### src/rtl/icap_bitstream_writer.sv
// icap_bitstream_writer
//   Initiator for the FPGA internal configuration access port. Takes a partial
//   bitstream as a 32-bit valid/ready word stream and drives the ICAPE2/ICAPE3
//   write interface: session setup, per-byte bit swap, AVAIL back-pressure,
//   PRDONE/PRERROR monitoring and a completion timeout.
//
// Parameters
//   TECH        1 = ICAPE2 (avail/prdone/prerror ignored), otherwise ICAPE3
//   SWAP_BITS   1 = reverse bit order within each byte of s_data
//   TIMEOUT_CYC cycles to wait for PRDONE after the last word (ICAPE3 only)
//
// Ports
//   clk, rstn                  clock (also ICAP clock), sync active-low reset
//   start, num_words           session request pulse and word count
//   s_valid, s_data, s_ready   bitstream word stream
//   busy, done, error          session status; done/error are one-cycle pulses
//   err_code                   00 none, 01 PRERROR, 10 timeout
//   words_sent                 words written to ICAP in current/last session
//   icap_csib, icap_rdwrb,
//   icap_i                     registered ICAP controls and data
//   icap_avail, icap_prdone,
//   icap_prerror               ICAPE3 status inputs
module icap_bitstream_writer #(
  parameter int unsigned TECH        = 1,
  parameter int unsigned SWAP_BITS   = 1,
  parameter int unsigned TIMEOUT_CYC = 65536
) (
  input  logic        clk,
  input  logic        rstn,
  input  logic        start,
  input  logic [31:0] num_words,
  input  logic        s_valid,
  input  logic [31:0] s_data,
  output logic        s_ready,
  output logic        busy,
  output logic        done,
  output logic        error,
  output logic [1:0]  err_code,
  output logic [31:0] words_sent,
  output logic        icap_csib,
  output logic        icap_rdwrb,
  output logic [31:0] icap_i,
  input  logic        icap_avail,
  input  logic        icap_prdone,
  input  logic        icap_prerror
);

  typedef enum logic [2:0] {
    S_IDLE,
    S_SETUP,
    S_WRITE,
    S_WAIT_DONE,
    S_FINISH
  } state_t;

  localparam logic [23:0] TIMEOUT_LAST = 24'(TIMEOUT_CYC - 1);

  state_t      state;
  logic [31:0] remaining;
  logic [23:0] wait_cnt;
  logic        avail_eff;
  logic        prerror_eff;
  logic        prdone_eff;
  logic        handshake;

  assign avail_eff   = (TECH == 1) ? 1'b1 : icap_avail;
  assign prerror_eff = (TECH == 1) ? 1'b0 : icap_prerror;
  assign prdone_eff  = (TECH == 1) ? 1'b0 : icap_prdone;

  // PRERROR blocks acceptance in the same cycle so that no word is taken from
  // upstream that would then be dropped by the abort.
  assign s_ready   = (state == S_WRITE) && avail_eff && (remaining != '0) && !prerror_eff;
  assign handshake = s_valid && s_ready;

  function automatic logic [31:0] swap_word(input logic [31:0] w);
    logic [31:0] r;
    r = w;
    if (SWAP_BITS == 1) begin
      for (int unsigned k = 0; k < 4; k++) begin
        for (int unsigned j = 0; j < 8; j++) begin
          r[8*k+j] = w[8*k+7-j];
        end
      end
    end
    return r;
  endfunction

  // done/error are raised on the edge that enters FINISH, so the pulse lines up
  // with the single FINISH cycle.
  always_ff @(posedge clk) begin
    if (!rstn) begin
      state      <= S_IDLE;
      remaining  <= '0;
      wait_cnt   <= '0;
      busy       <= 1'b0;
      done       <= 1'b0;
      error      <= 1'b0;
      err_code   <= 2'b00;
      words_sent <= '0;
      icap_csib  <= 1'b1;
      icap_rdwrb <= 1'b1;
      icap_i     <= '0;
    end else begin
      done  <= 1'b0;
      error <= 1'b0;
      case (state)
        S_IDLE: begin
          if (start) begin
            err_code   <= 2'b00;
            words_sent <= '0;
            if (num_words == '0) begin
              done  <= 1'b1;
              state <= S_FINISH;
            end else begin
              remaining <= num_words;
              busy      <= 1'b1;
              state     <= S_SETUP;
            end
          end
        end

        S_SETUP: begin
          // csib is high here, so RDWRB can switch to write safely.
          icap_rdwrb <= 1'b0;
          state      <= S_WRITE;
        end

        S_WRITE: begin
          if (prerror_eff) begin
            icap_csib <= 1'b1;
            err_code  <= 2'b01;
            error     <= 1'b1;
            state     <= S_FINISH;
          end else if (handshake) begin
            icap_i    <= swap_word(s_data);
            icap_csib <= 1'b0;
            remaining <= remaining - 32'd1;
            if (words_sent != '1) begin
              words_sent <= words_sent + 32'd1;
            end
            if (remaining == 32'd1) begin
              wait_cnt <= '0;
              state    <= S_WAIT_DONE;
            end
          end else begin
            icap_csib <= 1'b1;
          end
        end

        S_WAIT_DONE: begin
          icap_csib <= 1'b1;
          if (TECH == 1) begin
            done  <= 1'b1;
            state <= S_FINISH;
          end else if (prerror_eff) begin
            err_code <= 2'b01;
            error    <= 1'b1;
            state    <= S_FINISH;
          end else if (prdone_eff) begin
            done  <= 1'b1;
            state <= S_FINISH;
          end else if (wait_cnt == TIMEOUT_LAST) begin
            err_code <= 2'b10;
            error    <= 1'b1;
            state    <= S_FINISH;
          end else begin
            wait_cnt <= wait_cnt + 24'd1;
          end
        end

        S_FINISH: begin
          icap_rdwrb <= 1'b1;
          busy       <= 1'b0;
          state      <= S_IDLE;
        end

        default: state <= S_IDLE;
      endcase
    end
  end

endmodule

### config.mk
export PLATFORM = sky130hd
export DESIGN_NAME = icap_bitstream_writer
export DESIGN_NICKNAME = d
export VERILOG_FILES = /design/src/rtl/icap_bitstream_writer.sv
export SDC_FILE = /design/constraint.sdc
export NUM_CORES = 1
export LEC_CHECK = 0
export ABC_AREA = 1
export CORE_ASPECT_RATIO = 2
export CORE_UTILIZATION = 50
export CTS_CLUSTER_SIZE = 8
export DETAILED_ROUTE_END_ITERATION = 8
export DONT_BUFFER_PORTS = 1
export PLACE_DENSITY = 0.7
export SLEW_MARGIN = 0
export SYNTH_ARGS = -nofsm -noshare
export SYNTH_HDL_FRONTEND = slang
export SYNTH_SLANG_ARGS = --single-unit
### constraint.sdc
create_clock -name clk -period 2.05 [get_ports clk]
set_clock_uncertainty 0.2 [all_clocks]
set_input_delay 0.205 -clock clk [delete_from_list [all_inputs] [get_ports clk]]
set_output_delay 0.205 -clock clk [all_outputs]
set_load 0.05 [all_outputs]
== After elaboration in Yosys (flattened, before gate mapping) ==
Cells that the tools add are included.

* Shifts and indexed selects: 0
* Add/subtract/negate cells: 2
* Bitwise operators: 0
* $lt $le $gt $ge: 0
* Eq/ne operators: 11
* Reductions and logical operators: 14
* $mul: 0
* Div/mod/pow operators: 0
* Mux-type cells: 22

{| class="wikitable"
|+ Operators by type and width
! operator !! number
|-
| $mux 32 || 6
|-
| $pmux 32 s2 || 2
|-
| $add 32x1->32 const B || 1
|-
| $eq 32x1->1 const B || 1
|-
| $logic_not 32->1 || 1
|-
| $ne 32x32->1 const B || 1
|-
| $reduce_bool 32->1 || 1
|-
| $sub 32x1->32 const B || 1
|-
| $mux 3 || 4
|-
| $pmux 3 s4 || 1
|-
| $pmux 1 s2 || 4
|-
| $reduce_and 4->1 || 2
|-
| $reduce_bool 2->1 || 4
|-
| $eq 3x2->1 const B || 2
|-
| $ne 2x2->1 const B || 3
|-
| $reduce_and 3->1 || 2
|-
| $mux 1 || 5
|-
| $ne 2x1->1 const B || 2
|-
| $eq 3x1->1 const B || 1
|-
| $eq 3x3->1 const B || 1
|-
| $logic_not 3->1 || 1
|-
| $logic_and 1x1->1 || 2
|-
| $reduce_and 2->1 || 1
|}

* Output and inout bits: 72
* Latch bits: 0
* Memory bits (writable): 0
* Memories: 0
* Logic and storage cells: 57
* Bits in read-only memories: 0
* Bits in registers: 103

== Depth between registers and ports, before layout ==
* Depth in word-level cells: 5
* Gate-level depth with buffers: 13
* Mapped depth without buffers: 13

== Worst setup path before layout ==
No wires, ideal clock.

* Path type: reg2reg
* From: register words_sent[0]
* To: register words_sent[21]
* Period minus slack after synthesis: 2.393 ns
* Setup slack: -0.343 ns
* Stages on the path, launching flop included: 13
* Data arrival time: 2.121 ns
* Cell sequence: dfxtp_1 > ha_1 > inv_2 > nor2_4 > nand2_2 > nor2_1 > nand2_1 > nand2_1 > nand2_2 > nand3_2 > buf_4 > nand2_1 > a21oi_1

* Word-level cells in the longest chain between the ends: 4
* Elaborated cells on any way between the ends: 7
* Classes of those cells: 1 x add/sub; 2 x eq/ne; 3 x mux; 1 x reduce/logical

{| class="wikitable"
|+ RTL lines
! element !! RTL line !! source
|-
| start, declared || 39 || <nowiki>output logic [31:0] words_sent,</nowiki>
|-
| start signal, assigned || 139 || <nowiki>words_sent <= words_sent + 32'd1;</nowiki>
|-
| $add 32x1->32 || 139 ||
|-
| $mux 32 || 138 || <nowiki>if (words_sent != '1) begin</nowiki>
|-
| $mux 32 || 134 || <nowiki>end else if (handshake) begin</nowiki>
|-
| $pmux 32 s2 || 106 || <nowiki>case (state)</nowiki>
|}

Several ways; a longest one is shown, not always the timed one. The select of a mux whose other input is x is not followed.
A chain may end at the register's enable or synchronous reset.

== Final worst setup path ==
* From: register remaining[11]
* To: register words_sent[0]

* Word-level cells in the longest chain between the ends: 5

{| class="wikitable"
|+ RTL lines
! element !! RTL line !! source
|-
| start, declared || 59 || <nowiki>logic [31:0] remaining;</nowiki>
|-
| start signal, assigned || 115 || <nowiki>remaining <= num_words;</nowiki>
|-
| start signal, assigned || 137 || <nowiki>remaining <= remaining - 32'd1;</nowiki>
|-
| $reduce_bool 32->1 || 72 || <nowiki>assign s_ready = (state == S_WRITE) && avail_eff && (remaining != '0) && !prerror_eff;</nowiki>
|-
| $logic_and 1x1->1 || 72 ||
|-
| $logic_and 1x1->1 || 73 || <nowiki>assign handshake = s_valid && s_ready;</nowiki>
|-
| $ne 2x2->1 (no line) || n/a ||
|-
| $reduce_and 4->1 (no line) || n/a ||
|}

Every way passes these cells.

==> results by group <==
Status
  – Status: completed

Die
  – Core area: 0.0121 mm²
  – Starting Density: 0.511
  – Die ar.: 0.0129 mm²
  – # IOs: 143
  – Cell row count: 57
  – Die height: 159 µm
  – Die width: 80.7 µm

Detailed routing
  – Routed Antenna Nets: 0
  – WL/cell: 16.5 µm
  – Via Count: 7248
  – Final WL: 21700 µm
  – DRT Pass-1 Iters: 5
  – Vias per cell: 5.52
  – DRC Markers: 0
  – DR iter-0 viols: 295

GRT
  – GRT Total Usage: 0.331
  – Vias in the first global route: 7078
  – GR Overflow Total: 0
  – Initial antenna violation count: 0
  – Global-route wire length before repair: 32800 µm
  – Largest net degree at the start of global routing: 63

Timing
  – Slack of the critical path: 1.27 ps
  – Final Setup Violations: 0
  – Relative slew margins: 0.624
  – Hold Violations, Final: 0
  – Unrepaired setup endpoints after global routing: yes
  – Fmax: 0.488 GHz
  – Slew Viols, Final: 0
  – Crit path time final: 2050 ps
  – Period Utilization, post-route: 0.999
  – Tightest Pin Transition: 563 ps

Pwr
  – Seq pwr share: 0.320
  – Psw: 4.91 mW
  – Worst vdd ir: 0.850 mV
  – PD cells: 1260 mW/mm²
  – Comb power frac: 0.514
  – Clock network power share: 0.166
  – Leakage: 3.29 nW
  – Internal power: 5.56 mW
  – Sw frac: 0.469

Worst setup path
  – Setup crit end kind: register
  – Critical Path Fanout Max: 9
  – Worst r2r path cells: 12
  – Buffers plus inverters on the worst setup path: 2
  – Startpoint Class: register
  – Worst Path Arrival: 2110 ps
  – CP max-delay cell: dfxtp_1
  – Critical path class: register to register
  – Top delay family on crit path: simple AND/OR/NAND/NOR gates
  – Crit-path max cell delay: 320 ps
  – Critical Path RT: 2110 ps
  – Crit-path cells: nor2_2 > nand2_2 > nor2_4 > nand2_4 > nor2_4 > buf_6 > o21ai_4 > nand3_4 > clkbuf_16 > nand2_1 > nand2_1 > nor2_1
  – CP Depth: 12

CTS
  – Clock root cell: clkbuf_16
  – Num CTS Buffers: 9
  – Clk slew on worst S/H paths: 80 ps
  – Clock Path Buffers: 2
  – CTS sink count: 103
  – # H-tree levels: 3
  – Worst-Skew Late Latency: 360 ps
  – CTS tree: yes

Cells and area
  – N_diodes: 0
  – Nets: 1234
  – Post-Layout Cell Count: 1312
  – Layout area overhead: 34.8%
  – Layout cells sized above 1: 0.189

Logic synthesis
  – Seq/Total Area, Yosys: 0.333
  – Yosys Warn Count: 0
  – Synth Register Bits: 103
  – Async set-reset flop share out of synthesis: 0
  – Synth Instances: 1017
  – Yosys cell types: 34
  – Dominant cell type by area after synthesis: dfxtp_1
  – Synth Area per Inst: 6.09 µm²
  – Ys flop type: dfxtp_1
  – Post-synth EDFFs: 0
  – Top cell type's share of synthesized area: 0.333
  – Mapped Area: 0.00619 mm²
  – Synth top area cells: dfxtp_1 33%, nor2_1 16%, nand2_1 16%

Min path
  – Worst min-delay path class: primary input to register
  – Hold Path Stages: 4

Placement
  – Hpwl dp: 14400 µm
  – Port Buffer Count: 0
  – Dpl cells: 1209
  – DP Worst Slack: -7.74 ps
  – GPL Wtd Cong: 1.02

Flow run
  – Max cap viols: 0
cell usage after synthesis (2+ instances only):
library cell	number
inv_1	57
nor2_1	258
xor2_1	7
nand4_1	43
buf_1	2
nand3_1	46
nor2_4	4
o21ai_0	78
clkbuf_1	30
o21bai_1	8
a21oi_1	45
nor2_2	3
or2_2	6
nand2_1	257
a21oi_2	5
buf_4	7
xnor2_1	8
inv_2	2
o22ai_1	2
buf_2	6
nand3b_1	7
nand2_4	3
nor3_1	7
dfxtp_1	103
nand2_2	10
ha_1	3
buf_6	3
state kept, by name, summed over array words and instances (netlist names):
register / count
done: 1
remaining: 32
words_sent: 32
icap_i: 32
icap_csib: 1
busy: 1
state: 3
icap_rdwrb: 1
path summary, 6_finish.rpt:
| kind | slack (ps) | to | start |
|---|---|---|---|
| worst max-delay path | 1 | words_sent[0] | remaining[11] |
| worst min-delay path | 6 | icap_i[22] | s_valid |
| worst max register to register | 1 | words_sent[0] | remaining[11] |
| worst min register to register | 300 | words_sent[12] | words_sent[12] |
power by group through the flow:
stage	sequential (mW)	combinational [mW]	clock, mW
floorplan	3.36	2.91	0
global placement	3.31	4.42	0
detailed placement	3.31	4.46	0
CTS	3.28	4.64	1.77
global route	3.40	5.85	1.84
finish	3.35	5.38	1.74
stage by stage:
stage / total power, mW / utilization / instance area, µm² / setup TNS, ps / hold slack (ps)
after CTS: 9.69 / 0.658 / 7980 / 0 / 13.5
after detailed placement: 7.77 / 0.576 / 6980 / -12.7 / 98.6
after floorplan: 6.27 / - / 6250 / 0 / 168
after global routing: 11.1 / 0.688 / 8340 / -1450 / 26.7
final: 10.5 / 0.688 / 8340 / 0 / 5.83
after global placement: 7.72 / 0.576 / 6980 / 0 / 93.9
cells by family after synthesis:
| kind of cell | after synthesis | share of synthesized area |
|---|---|---|
| compound gates | 141 | 0.123 |
| xor+xnor | 15 | 0.0212 |
| fa+ha+maj | 3 | 0.00606 |
| buf+inv | 108 | 0.0748 |
| flops | 103 | 0.333 |
| other cells | 1 | 0.000606 |
| simple gates | 646 | 0.442 |
timing repair:
item,CTS,global route
hold buffers,68,0
setup endpoints to repair,16,89
hold endpoints to repair,72,0
resized for setup,4,54
gates cloned,0,4
buffers inserted,1,14
pin swaps,1,21
tightest hold or removal path: cells and delay by family:
family	cells	cell delay (ps)
AO/OA/AOI/OAI	1	70
buffers and inverters	1	120
AND/OR/NAND/NOR	2	140
placed cells by master, fill, tap and decap left out, drive strengths merged, types with 2 or more instances in the layout:
cell type,instances
a21oi,50
buf,107
clkbuf,14
clkinv,3
conb,3
dfxtp,103
dlygate4sd3,67
ha,3
inv,63
nand2,270
nand3,47
nand3b,7
nand4,43
nor2,265
nor3,7
o21ai,80
o21bai,8
o22ai,2
or2,6
xnor2,8
xor2,7
cell type report:
class / instances / area [µm²]
sequential: 103 / 2100
clock buffer: 10 / 229
timing repair buffer: 178 / 1720
tap: 147 / 184
clock inverter: 6 / 62.6
inverter: 60 / 229
multi-input combinational: 808 / 3820
fill: 1074 / 3780
layer usage:
metal | wire (µm) | GRT usage | up-vias
met5 | 0 | 0 | -
li1 | - | - | 3553
met3 | 1130 | 0.0630 | 102
met2 | 11700 | 0.621 | 284
met1 | 7070 | 0.293 | 3309
met4 | 1750 | 0.252 | 0
(Power assumes the default switching activity.)
